===== config.mk =====
export PLATFORM = sky130hd
export DESIGN_NAME = video_luma_filter
export DESIGN_NICKNAME = d
export VERILOG_FILES = /design/src/rtl/video_luma_filter.sv
export SDC_FILE = /design/constraint.sdc
export NUM_CORES = 1
export LEC_CHECK = 0
export ABC_AREA = 0
export BUFFER_PORTS_ARGS = -buffer_cell sky130_fd_sc_hd__buf_2
export CAP_MARGIN = 25
export CORE_MARGIN = 2
export CORE_UTILIZATION = 42
export DETAILED_ROUTE_END_ITERATION = 10
export SLEW_MARGIN = 20
export SYNTH_ARGS = -nofsm -noshare
export SYNTH_HDL_FRONTEND = slang
export SYNTH_SLANG_ARGS = --single-unit

===== constraint.sdc =====
create_clock -name clk_vga -period 6 [get_ports clk_vga]
set_clock_uncertainty 0.05 [all_clocks]
set_input_delay 0.3 -clock clk_vga [delete_from_list [all_inputs] [get_ports clk_vga]]
set_output_delay 0.3 -clock clk_vga [all_outputs]
set_load 0.01 [all_outputs]

===== src/rtl/video_luma_filter.sv =====
// Rec.709 luma post-processor: RGB -> Y, display-mode map, scanline dimming, frame-latched mode.
// Fixed 3-cycle latency on pixels, hsync, vsync and de; no backpressure (pixel-clock stream).
module video_luma_filter #(
  parameter int CW        = 6,
  parameter int VS_POL    = 0,
  parameter int HS_POL    = 0,
  parameter int DIM_SHIFT = 1
) (
  input  logic          clk_vga,
  input  logic          rst,
  input  logic [CW-1:0] pix_r,
  input  logic [CW-1:0] pix_g,
  input  logic [CW-1:0] pix_b,
  input  logic          hsync_in,
  input  logic          vsync_in,
  input  logic          de_in,
  input  logic [2:0]    mode_req,
  input  logic          scan_req,
  input  logic [CW-1:0] tint_r,
  input  logic [CW-1:0] tint_g,
  input  logic [CW-1:0] tint_b,
  output logic [CW-1:0] vga_r,
  output logic [CW-1:0] vga_g,
  output logic [CW-1:0] vga_b,
  output logic          hsync_out,
  output logic          vsync_out,
  output logic          de_out,
  output logic [2:0]    mode_active
);

  localparam int PW = CW + 8;
  localparam int SW = CW + 10;
  localparam logic VS_ACT = (VS_POL != 0);
  localparam logic HS_ACT = (HS_POL != 0);
  localparam logic [PW-1:0] K_R = PW'(54);
  localparam logic [PW-1:0] K_G = PW'(183);
  localparam logic [PW-1:0] K_B = PW'(18);
  localparam logic [CW-1:0] CMAX = {CW{1'b1}};

  localparam logic [2:0] M_GREEN = 3'd1;
  localparam logic [2:0] M_AMBER = 3'd2;
  localparam logic [2:0] M_WHITE = 3'd3;
  localparam logic [2:0] M_TINT  = 3'd4;
  localparam logic [2:0] M_INV   = 3'd5;

  // ---------------- frame / line control ----------------
  logic       vs_prev_q, hs_prev_q;
  logic       vs_lead, hs_lead;
  logic [2:0] mode_q, mode_d;
  logic       scan_q, scan_d;
  logic       par_q, par_d;

  always_comb begin
    vs_lead = (vsync_in == VS_ACT) && (vs_prev_q != VS_ACT);
    hs_lead = (hsync_in == HS_ACT) && (hs_prev_q != HS_ACT);
    mode_d  = mode_q;
    scan_d  = scan_q;
    par_d   = par_q;
    // A frame start also restarts line parity, overriding a coincident hsync edge.
    if (vs_lead) begin
      mode_d = mode_req;
      scan_d = scan_req;
      par_d  = 1'b0;
    end else if (hs_lead) begin
      par_d  = ~par_q;
    end
  end

  always_ff @(posedge clk_vga) begin
    if (rst) begin
      vs_prev_q <= ~VS_ACT;
      hs_prev_q <= ~HS_ACT;
      mode_q    <= 3'd0;
      scan_q    <= 1'b0;
      par_q     <= 1'b0;
    end else begin
      vs_prev_q <= vsync_in;
      hs_prev_q <= hsync_in;
      mode_q    <= mode_d;
      scan_q    <= scan_d;
      par_q     <= par_d;
    end
  end

  // ---------------- stage 1: weighted products ----------------
  logic [PW-1:0] pr_d, pg_d, pb_d;
  logic [PW-1:0] s1_pr_q, s1_pg_q, s1_pb_q;
  logic [CW-1:0] s1_r_q, s1_g_q, s1_b_q;
  logic          s1_hs_q, s1_vs_q, s1_de_q, s1_par_q;

  assign pr_d = PW'(pix_r) * K_R;
  assign pg_d = PW'(pix_g) * K_G;
  assign pb_d = PW'(pix_b) * K_B;

  always_ff @(posedge clk_vga) begin
    if (rst) begin
      s1_pr_q  <= '0;
      s1_pg_q  <= '0;
      s1_pb_q  <= '0;
      s1_r_q   <= '0;
      s1_g_q   <= '0;
      s1_b_q   <= '0;
      s1_hs_q  <= ~HS_ACT;
      s1_vs_q  <= ~VS_ACT;
      s1_de_q  <= 1'b0;
      s1_par_q <= 1'b0;
    end else begin
      s1_pr_q  <= pr_d;
      s1_pg_q  <= pg_d;
      s1_pb_q  <= pb_d;
      s1_r_q   <= pix_r;
      s1_g_q   <= pix_g;
      s1_b_q   <= pix_b;
      s1_hs_q  <= hsync_in;
      s1_vs_q  <= vsync_in;
      s1_de_q  <= de_in;
      s1_par_q <= par_d;
    end
  end

  // ---------------- stage 2: rounded luma ----------------
  logic [SW-1:0] sum_d, y_full_d;
  logic [CW-1:0] y_d;
  logic [CW-1:0] s2_y_q, s2_r_q, s2_g_q, s2_b_q;
  logic [CW-1:0] s2_tr_q, s2_tg_q, s2_tb_q;
  logic          s2_hs_q, s2_vs_q, s2_de_q, s2_par_q;

  assign sum_d    = SW'(s1_pr_q) + SW'(s1_pg_q) + SW'(s1_pb_q) + SW'(128);
  assign y_full_d = sum_d >> 8;
  assign y_d      = (y_full_d > SW'(CMAX)) ? CMAX : y_full_d[CW-1:0];

  always_ff @(posedge clk_vga) begin
    if (rst) begin
      s2_y_q   <= '0;
      s2_r_q   <= '0;
      s2_g_q   <= '0;
      s2_b_q   <= '0;
      s2_tr_q  <= '0;
      s2_tg_q  <= '0;
      s2_tb_q  <= '0;
      s2_hs_q  <= ~HS_ACT;
      s2_vs_q  <= ~VS_ACT;
      s2_de_q  <= 1'b0;
      s2_par_q <= 1'b0;
    end else begin
      s2_y_q   <= y_d;
      s2_r_q   <= s1_r_q;
      s2_g_q   <= s1_g_q;
      s2_b_q   <= s1_b_q;
      s2_tr_q  <= tint_r;
      s2_tg_q  <= tint_g;
      s2_tb_q  <= tint_b;
      s2_hs_q  <= s1_hs_q;
      s2_vs_q  <= s1_vs_q;
      s2_de_q  <= s1_de_q;
      s2_par_q <= s1_par_q;
    end
  end

  // ---------------- stage 3: mode map, dimming, blanking ----------------
  logic [2*CW-1:0] tp_r, tp_g, tp_b;
  logic [CW-1:0]   m_r, m_g, m_b;
  logic [CW-1:0]   o_r_d, o_g_d, o_b_d;
  logic [CW-1:0]   o_r_q, o_g_q, o_b_q;
  logic            o_hs_q, o_vs_q, o_de_q;

  assign tp_r = (2*CW)'(s2_y_q) * (2*CW)'(s2_tr_q);
  assign tp_g = (2*CW)'(s2_y_q) * (2*CW)'(s2_tg_q);
  assign tp_b = (2*CW)'(s2_y_q) * (2*CW)'(s2_tb_q);

  always_comb begin
    m_r = s2_r_q;
    m_g = s2_g_q;
    m_b = s2_b_q;
    case (mode_q)
      M_GREEN: begin m_r = '0;     m_g = s2_y_q;      m_b = '0;     end
      M_AMBER: begin m_r = s2_y_q; m_g = s2_y_q >> 1; m_b = '0;     end
      M_WHITE: begin m_r = s2_y_q; m_g = s2_y_q;      m_b = s2_y_q; end
      M_TINT: begin
        m_r = tp_r[2*CW-1:CW];
        m_g = tp_g[2*CW-1:CW];
        m_b = tp_b[2*CW-1:CW];
      end
      M_INV: begin
        m_r = CMAX - s2_y_q;
        m_g = CMAX - s2_y_q;
        m_b = CMAX - s2_y_q;
      end
      default: ;
    endcase
    o_r_d = m_r;
    o_g_d = m_g;
    o_b_d = m_b;
    if (scan_q && s2_par_q) begin
      o_r_d = m_r >> DIM_SHIFT;
      o_g_d = m_g >> DIM_SHIFT;
      o_b_d = m_b >> DIM_SHIFT;
    end
    if (!s2_de_q) begin
      o_r_d = '0;
      o_g_d = '0;
      o_b_d = '0;
    end
  end

  always_ff @(posedge clk_vga) begin
    if (rst) begin
      o_r_q  <= '0;
      o_g_q  <= '0;
      o_b_q  <= '0;
      o_hs_q <= ~HS_ACT;
      o_vs_q <= ~VS_ACT;
      o_de_q <= 1'b0;
    end else begin
      o_r_q  <= o_r_d;
      o_g_q  <= o_g_d;
      o_b_q  <= o_b_d;
      o_hs_q <= s2_hs_q;
      o_vs_q <= s2_vs_q;
      o_de_q <= s2_de_q;
    end
  end

  assign vga_r       = o_r_q;
  assign vga_g       = o_g_q;
  assign vga_b       = o_b_q;
  assign hsync_out   = o_hs_q;
  assign vsync_out   = o_vs_q;
  assign de_out      = o_de_q;
  assign mode_active = mode_q;

endmodule

## Yosys cells after proc, flatten, opt, wreduce, memory -nomap -nowiden

Index checks and enable logic that the tools add are counted.

- Register bits: 135
- Input bits: 45
- Output and inout bits: 24
- Word-level logic and storage cells: 70

- Add/sub/neg operators: 4
- $mul: 6
- Order comparisons: 1
- Eq/ne operators: 5
- Muxes and demuxes: 7
- Bitwise operators: 4
- Reduce and logical (&&, ||, !) cells: 9

Operators by type and width:

| kind | count |
|---|---|
| $pmux 6 s4 | 3 |
| $mul 6x6->12 | 3 |
| $add 15x14->16 | 1 |
| $add 16x8->16 const B | 1 |
| $add 14x14->15 | 1 |
| $mux 5 | 3 |
| $mul 6x8->14 const B | 1 |
| $mul 6x5->11 const B | 1 |
| $mul 6x4->10 const B | 1 |
| $reduce_or 2->1 | 5 |
| $gt 8x6->1 const B | 1 |
| $eq 3x2->1 const B | 2 |
| $eq 3x3->1 const B | 2 |
| $mux 6 | 1 |
| $sub 6x6->6 const A | 1 |
| $not 1->1 | 4 |
| $eq 3x1->1 const B | 1 |
| $logic_and 1x1->1 | 3 |
| $reduce_or 3->1 | 1 |

## Longest topological paths before layout

Gate-level depths: netlist of run 1.

- Word-level depth: 5
- Depth in mapped cells: 16
- Gate-level depth less buffers: 14

## Worst setup path before layout of run 1

No wires, ideal clock.

- Kind: reg2reg
- From: register s2_y_q[2]
- To: register o_g_q[4], in the netlist vga_g[4]
- Library setup time: 0.137 ns
- Data arrival time: 3.999 ns
- Required time: 5.813 ns
- Setup slack: 1.813 ns
- Stages on the path, launching flop included: 17
- Buffers on the path: 2
- Period minus slack after synthesis: 4.187 ns
- Cells stage by stage: dfxtp_1 > clkbuf_1 > clkbuf_1 > nand2_1 > fa_1 > inv_1 > fa_1 > inv_1 > fa_1 > inv_1 > ha_1 > a21oi_1 > nor2b_1 > a41o_1 > o41ai_4 > mux2i_1 > o32ai_2

- Longest elaborated chain between the ends: 3
- Elaborated cells on any way between the ends: 4
- Classes of those cells: add/sub: 1; mul: 1; mux: 2

Ends and longest elaborated chain:

| what | line | text |
|---|---|---|
| from (decl) | 124 | `logic [CW-1:0] s2_y_q, s2_r_q, s2_g_q, s2_b_q;` |
| from (signal assigned) | 146 | `s2_y_q <= y_d;` |
| $mul 6x6->12 or $sub 6x6->6 (tied branches) | 168, 186 |  |
| $pmux 6 s4 * | 175 | `case (mode_q)` |
| $mux 5 * | 194 | `if (scan_q && s2_par_q) begin` |
| to (signal assigned) | 216 | `o_g_q <= o_g_d;` |
| to (decl) | 164 | `logic [CW-1:0] o_r_q, o_g_q, o_b_q;` |

Every way passes the cells marked *; elsewhere a longest branch is shown, timed or not.
A chain may end at the register's enable or synchronous reset.

## Worst setup path in the final report of run 1

- From: register s2_y_q[2]
- To: register o_b_q[3], in the netlist vga_b[3]

- Longest elaborated chain between the ends: 3
- Elaborated cells on any way between the ends: 4
- Classes of those cells: add/sub: 1; mul: 1; mux: 2

Ends and longest elaborated chain:

| what | line | text |
|---|---|---|
| $mul 6x6->12 or $sub 6x6->6 (tied branches) | 169, 187 |  |
| $pmux 6 s4 * | 175 |  |
| $mux 5 * | 194 |  |
| to (signal assigned) | 210 | `o_b_q <= '0;` |
| to (signal assigned) | 217 | `o_b_q <= o_b_d;` |
| to (decl) | 164 |  |

Marks and branches as above.

==> results_dict.tcl, run 1 <==
set metrics [dict create \
    combPwrFrac_pct 37.6 \
    path_class "register to register" \
    first_pass_iters 5 \
    port_buffers 68 \
    clockBufferDepth 2 \
    path_buf_inv 3 \
    syn_to_final_growth_pct 12.0 \
    cts.sinks 123 \
    place_hpwl_um 16500 \
    fin_util_pct 47.5 \
    synth_flop_cell "dfxtp_1" \
    crit_arrival_ns 4.76 \
    vias 7104 \
    cts_setup_buffers 0 \
    async_flop_share_pct 0 \
    cts_hold_buffers 0 \
    synth_common_cells "138 x inv_1, 128 x ha_1, 123 x dfxtp_1" \
    clk_pin_slew_worst_paths_ns 0.06 \
    drive_above_1_share_pct 11.7 \
    clkPwrFrac_pct 30.1 \
    crit_path_end_kind "register" \
    hold_viol_final 0 \
    root_buffer "clkbuf_16" \
    gp_congestion 0.846 \
    die_h_um 155 \
    p_switching_mw 1.19 \
    antenna_found_initial 0 \
    setup_viol 0 \
    wl_um 21100 \
    fin_ws_ns 1.52 \
    fin_tns_setup_ns 0 \
    cp-start-kind "register" \
    min_path_type "primary input to register" \
    max_cap_violations 0 \
    syn_area_um2 9550 \
    clk_latency_ns 0.42 \
    grt_overflow 0 \
    p_int_mw 2.03 \
    switching_share_pct 37.0 \
    cts_max_level 4 \
    seq_power_share_pct 32.2 \
    layout.nets 1347 \
    path_cells "nand2_1 > fa_1 > inv_1 > fa_1 > inv_1 > fa_1 > inv_1 > ha_1 > a21oi_1 > nor2b_1 > a211oi_1 > mux2i_1 > o211ai_1 > o22ai_1" \
    synth.area.top_cells "dfxtp_1 26%, ha_1 17%, fa_1 16%, inv_1 5.4%, nor2b_1 4.7%" \
    synth_edf_count 0 \
    ys_warn_count 0 \
    min_period_over_period_pct 74.7 \
    cts_tree "yes" \
    antenna_left 0 \
    syn_nets 1293 \
    grt_max_degree 82 \
    die-area_um2 24000 \
    grt_pass1_wl_um 35600 \
    worstPathRequired_ns 6.28 \
    synth_top_area_share_pct 25.8 \
    synth.distinct_cells 65 \
    cts_made_buffers 17 \
    synth_seq_cells 123 \
    dieWidth_um 155 \
    regMostFlops "s1_pg_q" \
    viasPerCell 5.09 \
    drtIter0Drc 359 \
    grtUsageTotal_pct 18.7 \
    drcViolationCount 0 \
    crit_family "adder cells" \
    max_freq_ghz 0.223 \
    initial_core_util_pct 42.4 \
    rsz0062_at_grt "no" \
    place_ws_ns 1.53 \
    ys_seq_area_share_pct 25.8 \
    power_density_nw_per_um2 301 \
    netlist_instances 1044 \
    avgSynthCellArea_um2 9.15 \
    crit_fanout 23 \
    slew_headroom_pct 42.0 \
    peakVddDrop_uv 163 \
    postCtsResizedCells 0 \
    synth.most_common_cell "inv_1" \
    max_stage_delay_ns 0.84 \
    diodes 0 \
    status "complete, no violations" \
    yosysTopAreaCell "dfxtp_1" \
    grt_pass1_vias 7287 \
    tightestPinTransition_ns 0.869 \
    drt-wirelength-per-cell_um 15.1 \
    largest_reg_flops 14 \
    core_um2 22500 \
    min_period_ns 4.48 \
    slowest_stage "dfxtp_1" \
    report.final.slew_viol_count 0 \
    top_regs "s1_pg_q (14), s1_pr_q (11), s1_pb_q (10)" \
    placementRows 55 \
    ios 69 \
    p_leak_nw 5.28 \
]
power groups by stage:
stage                     clock network, mW  logic (mW)  registers (mW)
after floorplan                           0        1.01           0.965
after global placement                    0        1.20            1.05
after detailed placement                  0        1.21            1.06
after CTS                             0.990        1.23            1.04
after global routing                   1.03        1.42            1.05
final                                 0.970        1.21            1.04
per-stage QoR:
stage / instances / power, mW / hold slack (ns) / area, µm²
floorplan: 1044 / 1.98 / 0.329 / 9550
global placement: 1364 / 2.25 / 0.340 / 10100
detailed placement: 1364 / 2.27 / 0.346 / 10100
CTS: 1396 / 3.26 / 0.0124 / 10700
global route: 1396 / 3.50 / 0.0145 / 10700
finish: 1396 / 3.22 / 0.0282 / 10700
area by class of cell:
type	count	area, µm²
well taps	285	357
clock buffers	19	443
clock inverters	13	118
flip-flops and latches	123	2460
multi-input cells	743	6400
fillers	2179	11800
repair buffers	75	395
inverters	138	518
cell families (layout without fill, tap and decap cells):
group,after synthesis,after routing,synth area share [%]
xor+xnor,23,23,2.11
fa+ha+maj,204,204,32.7
flops,123,123,25.8
compound gates,170,170,12.1
mux,18,18,1.90
simple gates,328,328,18.2
buf+inv,178,245,7.20
worst paths after layout:
path,start,to,slack [ns],depth (start not counted)
hold / removal,vsync_in,s1_vs_q$_SDFF_PP1_,0.03,2
setup reg to reg,s2_y_q[2]$_SDFF_PP0_,vga_b[3]$_SDFF_PP0_,1.52,14
hold reg to reg,s2_hs_q$_SDFF_PP1_,hsync_out$_SDFF_PP1_,0.36,1
setup / recovery,s2_y_q[2]$_SDFF_PP0_,vga_b[3]$_SDFF_PP0_,1.52,14
routing by layer:
metal  vias up  track usage [%]  wire length [µm]
met1      3379             23.8              9680
met5         -                0                 0
met3        31             3.50               800
met2       129             31.9             10200
li1       3565                -                 -
met4         0             6.53               398
cells in the final DEF, fill, tap and decap left out, types with 4 or more instances in the layout:
master     instances
inv_1            138
ha_1             128
dfxtp_1          123
fa_1              76
nand2_1           75
nor2b_1           72
buf_2             67
and2_1            60
a21oi_1           51
nor2_1            48
o21ai_0           33
nor3_1            18
mux2i_1           17
clkbuf_16         17
xnor2_1           12
xor2_1            11
a21o_1            10
nand3_1           10
and3_1            10
o211ai_1           9
or2_2              9
a211oi_1           8
buf_4              8
o22ai_1            7
nand4_1            6
nand2b_1           5
a22oi_1            5
o21a_1             4
o31ai_1            4
nand3b_1           4
clkinv_2           4
No activity file was read; power rests on OpenSTA's default activity.
==> run 2: changes to the inputs <==
==> constraint.sdc (replaced) <==
create_clock -name clk_vga -period 4.35 [get_ports clk_vga]
set_clock_uncertainty 0.05 [all_clocks]
set_input_delay 0.2175 -clock clk_vga [delete_from_list [all_inputs] [get_ports clk_vga]]
set_output_delay 0.2175 -clock clk_vga [all_outputs]
set_load 0.01 [all_outputs]
==> run 2 against run 1 <==
  * Clock-buffer cell count up 1
  * Flip-flop and latch count unchanged
  * Highest routed layer unchanged
  * First-iteration DRC count down 7.8%
  * Largest power group unchanged
==> results_dict.tcl, run 2 (synthesized netlist as in run 1, its figures left out) <==
set metrics [dict create \
    status "complete, no violations" \
    hold_viol_final 0 \
    reg2reg_slack_ns 0.18 \
    fin_util_pct 49.0 \
    root_buffer "clkbuf_16" \
    crit_fanout 7 \
    path_buf_inv 1 \
    mostFrequentLayoutCells "138 x inv_1, 128 x ha_1, 118 x dfxtp_1" \
    max_cap_violations 0 \
    grt_pass1_vias 7413 \
    grt_max_degree 93 \
    diodes 0 \
    max_freq_ghz 0.240 \
    initial_core_util_pct 42.4 \
    slew_headroom_pct 40.9 \
    viasPerCell 5.07 \
    crit_path_end_kind "register" \
    layout_commonest_cell "inv_1" \
    report.final.slew_viol_count 0 \
    place_hpwl_um 16700 \
    largest_reg_flops 14 \
    gp_congestion 0.853 \
    clockBufferDepth 2 \
    grtUsageTotal_pct 18.9 \
    core_um2 22500 \
    regMostFlops "s1_pg_q" \
    cp-start-kind "register" \
    slowest_stage "dfxtp_1" \
    cts.sinks 123 \
    min_period_over_period_pct 95.8 \
    ios 69 \
    top_regs "s1_pg_q (14), s1_pr_q (11), s1_pb_q (10)" \
    path_class "register to register" \
    crit_family "adder cells" \
    antenna_found_initial 0 \
    layout.nets 1384 \
    fin_tns_setup_ns 0 \
    min_period_ns 4.17 \
    cts_tree "yes" \
    first_pass_iters 7 \
    wl_um 21100 \
    p_leak_nw 5.43 \
    dp.cells 1373 \
    vias 7272 \
    min_path_type "primary input to register" \
    crit_path_frequent_cell "fa_1" \
    placementRows 55 \
    die_h_um 155 \
    drcViolationCount 0 \
    max_stage_delay_ns 0.58 \
    cts_max_level 4 \
    power_density_nw_per_um2 406 \
    grt_overflow 0 \
    grt_pass1_wl_um 36200 \
    die-area_um2 24000 \
    syn_to_final_growth_pct 15.5 \
    crit_arrival_ns 4.40 \
    port_buffers 68 \
    drtIter0Drc 331 \
    rsz0062_at_grt "no" \
    drt-wirelength-per-cell_um 14.7 \
    antenna_left 0 \
    dieWidth_um 155 \
    fill_cells 2125 \
    cts_made_buffers 17 \
    clk_latency_ns 0.42 \
    clk_pin_slew_worst_paths_ns 0.06 \
    path_cells "nand2_1 > fa_1 > fa_1 > fa_1 > inv_1 > ha_1 > a21oi_4 > o21ai_4 > a41o_1 > o41ai_4 > mux2i_1 > o32ai_2" \
    fin_cells 1433 \
    drive_above_1_share_pct 12.5 \
    worstPathRequired_ns 4.59 \
    setup_viol 0 \
    tightestPinTransition_ns 0.887 \
    peakVddDrop_uv 182 \
]
[run 2: worst paths after layout]
path                                            from                    end  cells after the start
worst max-delay path            s2_y_q[0]$_SDFF_PP0_    vga_g[4]$_SDFF_PP0_                     12
worst min-delay path                        pix_b[2]  s1_pb_q[3]$_SDFF_PP0_                      2
worst max register to register  s2_y_q[0]$_SDFF_PP0_    vga_g[4]$_SDFF_PP0_                     12
worst min register to register    s2_hs_q$_SDFF_PP1_   hsync_out$_SDFF_PP1_                      1
[run 2: final cells by class]
cell class | instances | area (µm²) | area share [%]
clock buffer | 20 | 457 | 4.14
clock inverter | 12 | 88.8 | 0.805
multi-input combinational | 743 | 6400 | 58.0
tap | 285 | 357 | 3.23
sequential | 123 | 2470 | 22.4
timing repair buffer | 112 | 743 | 6.74
inverter | 138 | 518 | 4.69
[run 2: stage by stage]
step / hold WS, ns / setup WS [ns] / power [mW] / cell area [µm²]
4_1_cts: 0.00814 / 0.0442 / 4.52 / 11000
2_1_floorplan: 0.247 / 0.163 / 2.73 / 9550
3_3_place_gp: 0.340 / 0.189 / 3.16 / 10200
6_report: 0.00502 / 0.182 / 4.47 / 11000
5_1_grt: 0.0166 / 0.00947 / 4.86 / 11000
3_5_place_dp: 0.352 / 0.0497 / 3.19 / 10200
[run 2: per-layer routing]
metal	up-vias	GRT usage, %	part of all wire, %
li1	3633	-	-
met5	-	0	0
met1	3493	23.9	46
met3	19	3.95	3.4
met2	127	33.1	50
met4	0	4.67	1.4
[run 2: report_power, final]
group / total, mW / internal, mW / switching (mW)
clock: 1.29 / 0.760 / 0.532
combinational: 1.78 / 0.797 / 0.982
sequential: 1.40 / 1.25 / 0.149
total: 4.47 / 2.81 / 1.66
[run 2: what timing repair did]
item | CTS | global route
buffers inserted | 0 | 0
resized for setup | 0 | 5
endpoints found under the hold margin | 28 | 0
setup endpoints to repair | 0 | 15
hold buffers | 28 | 0
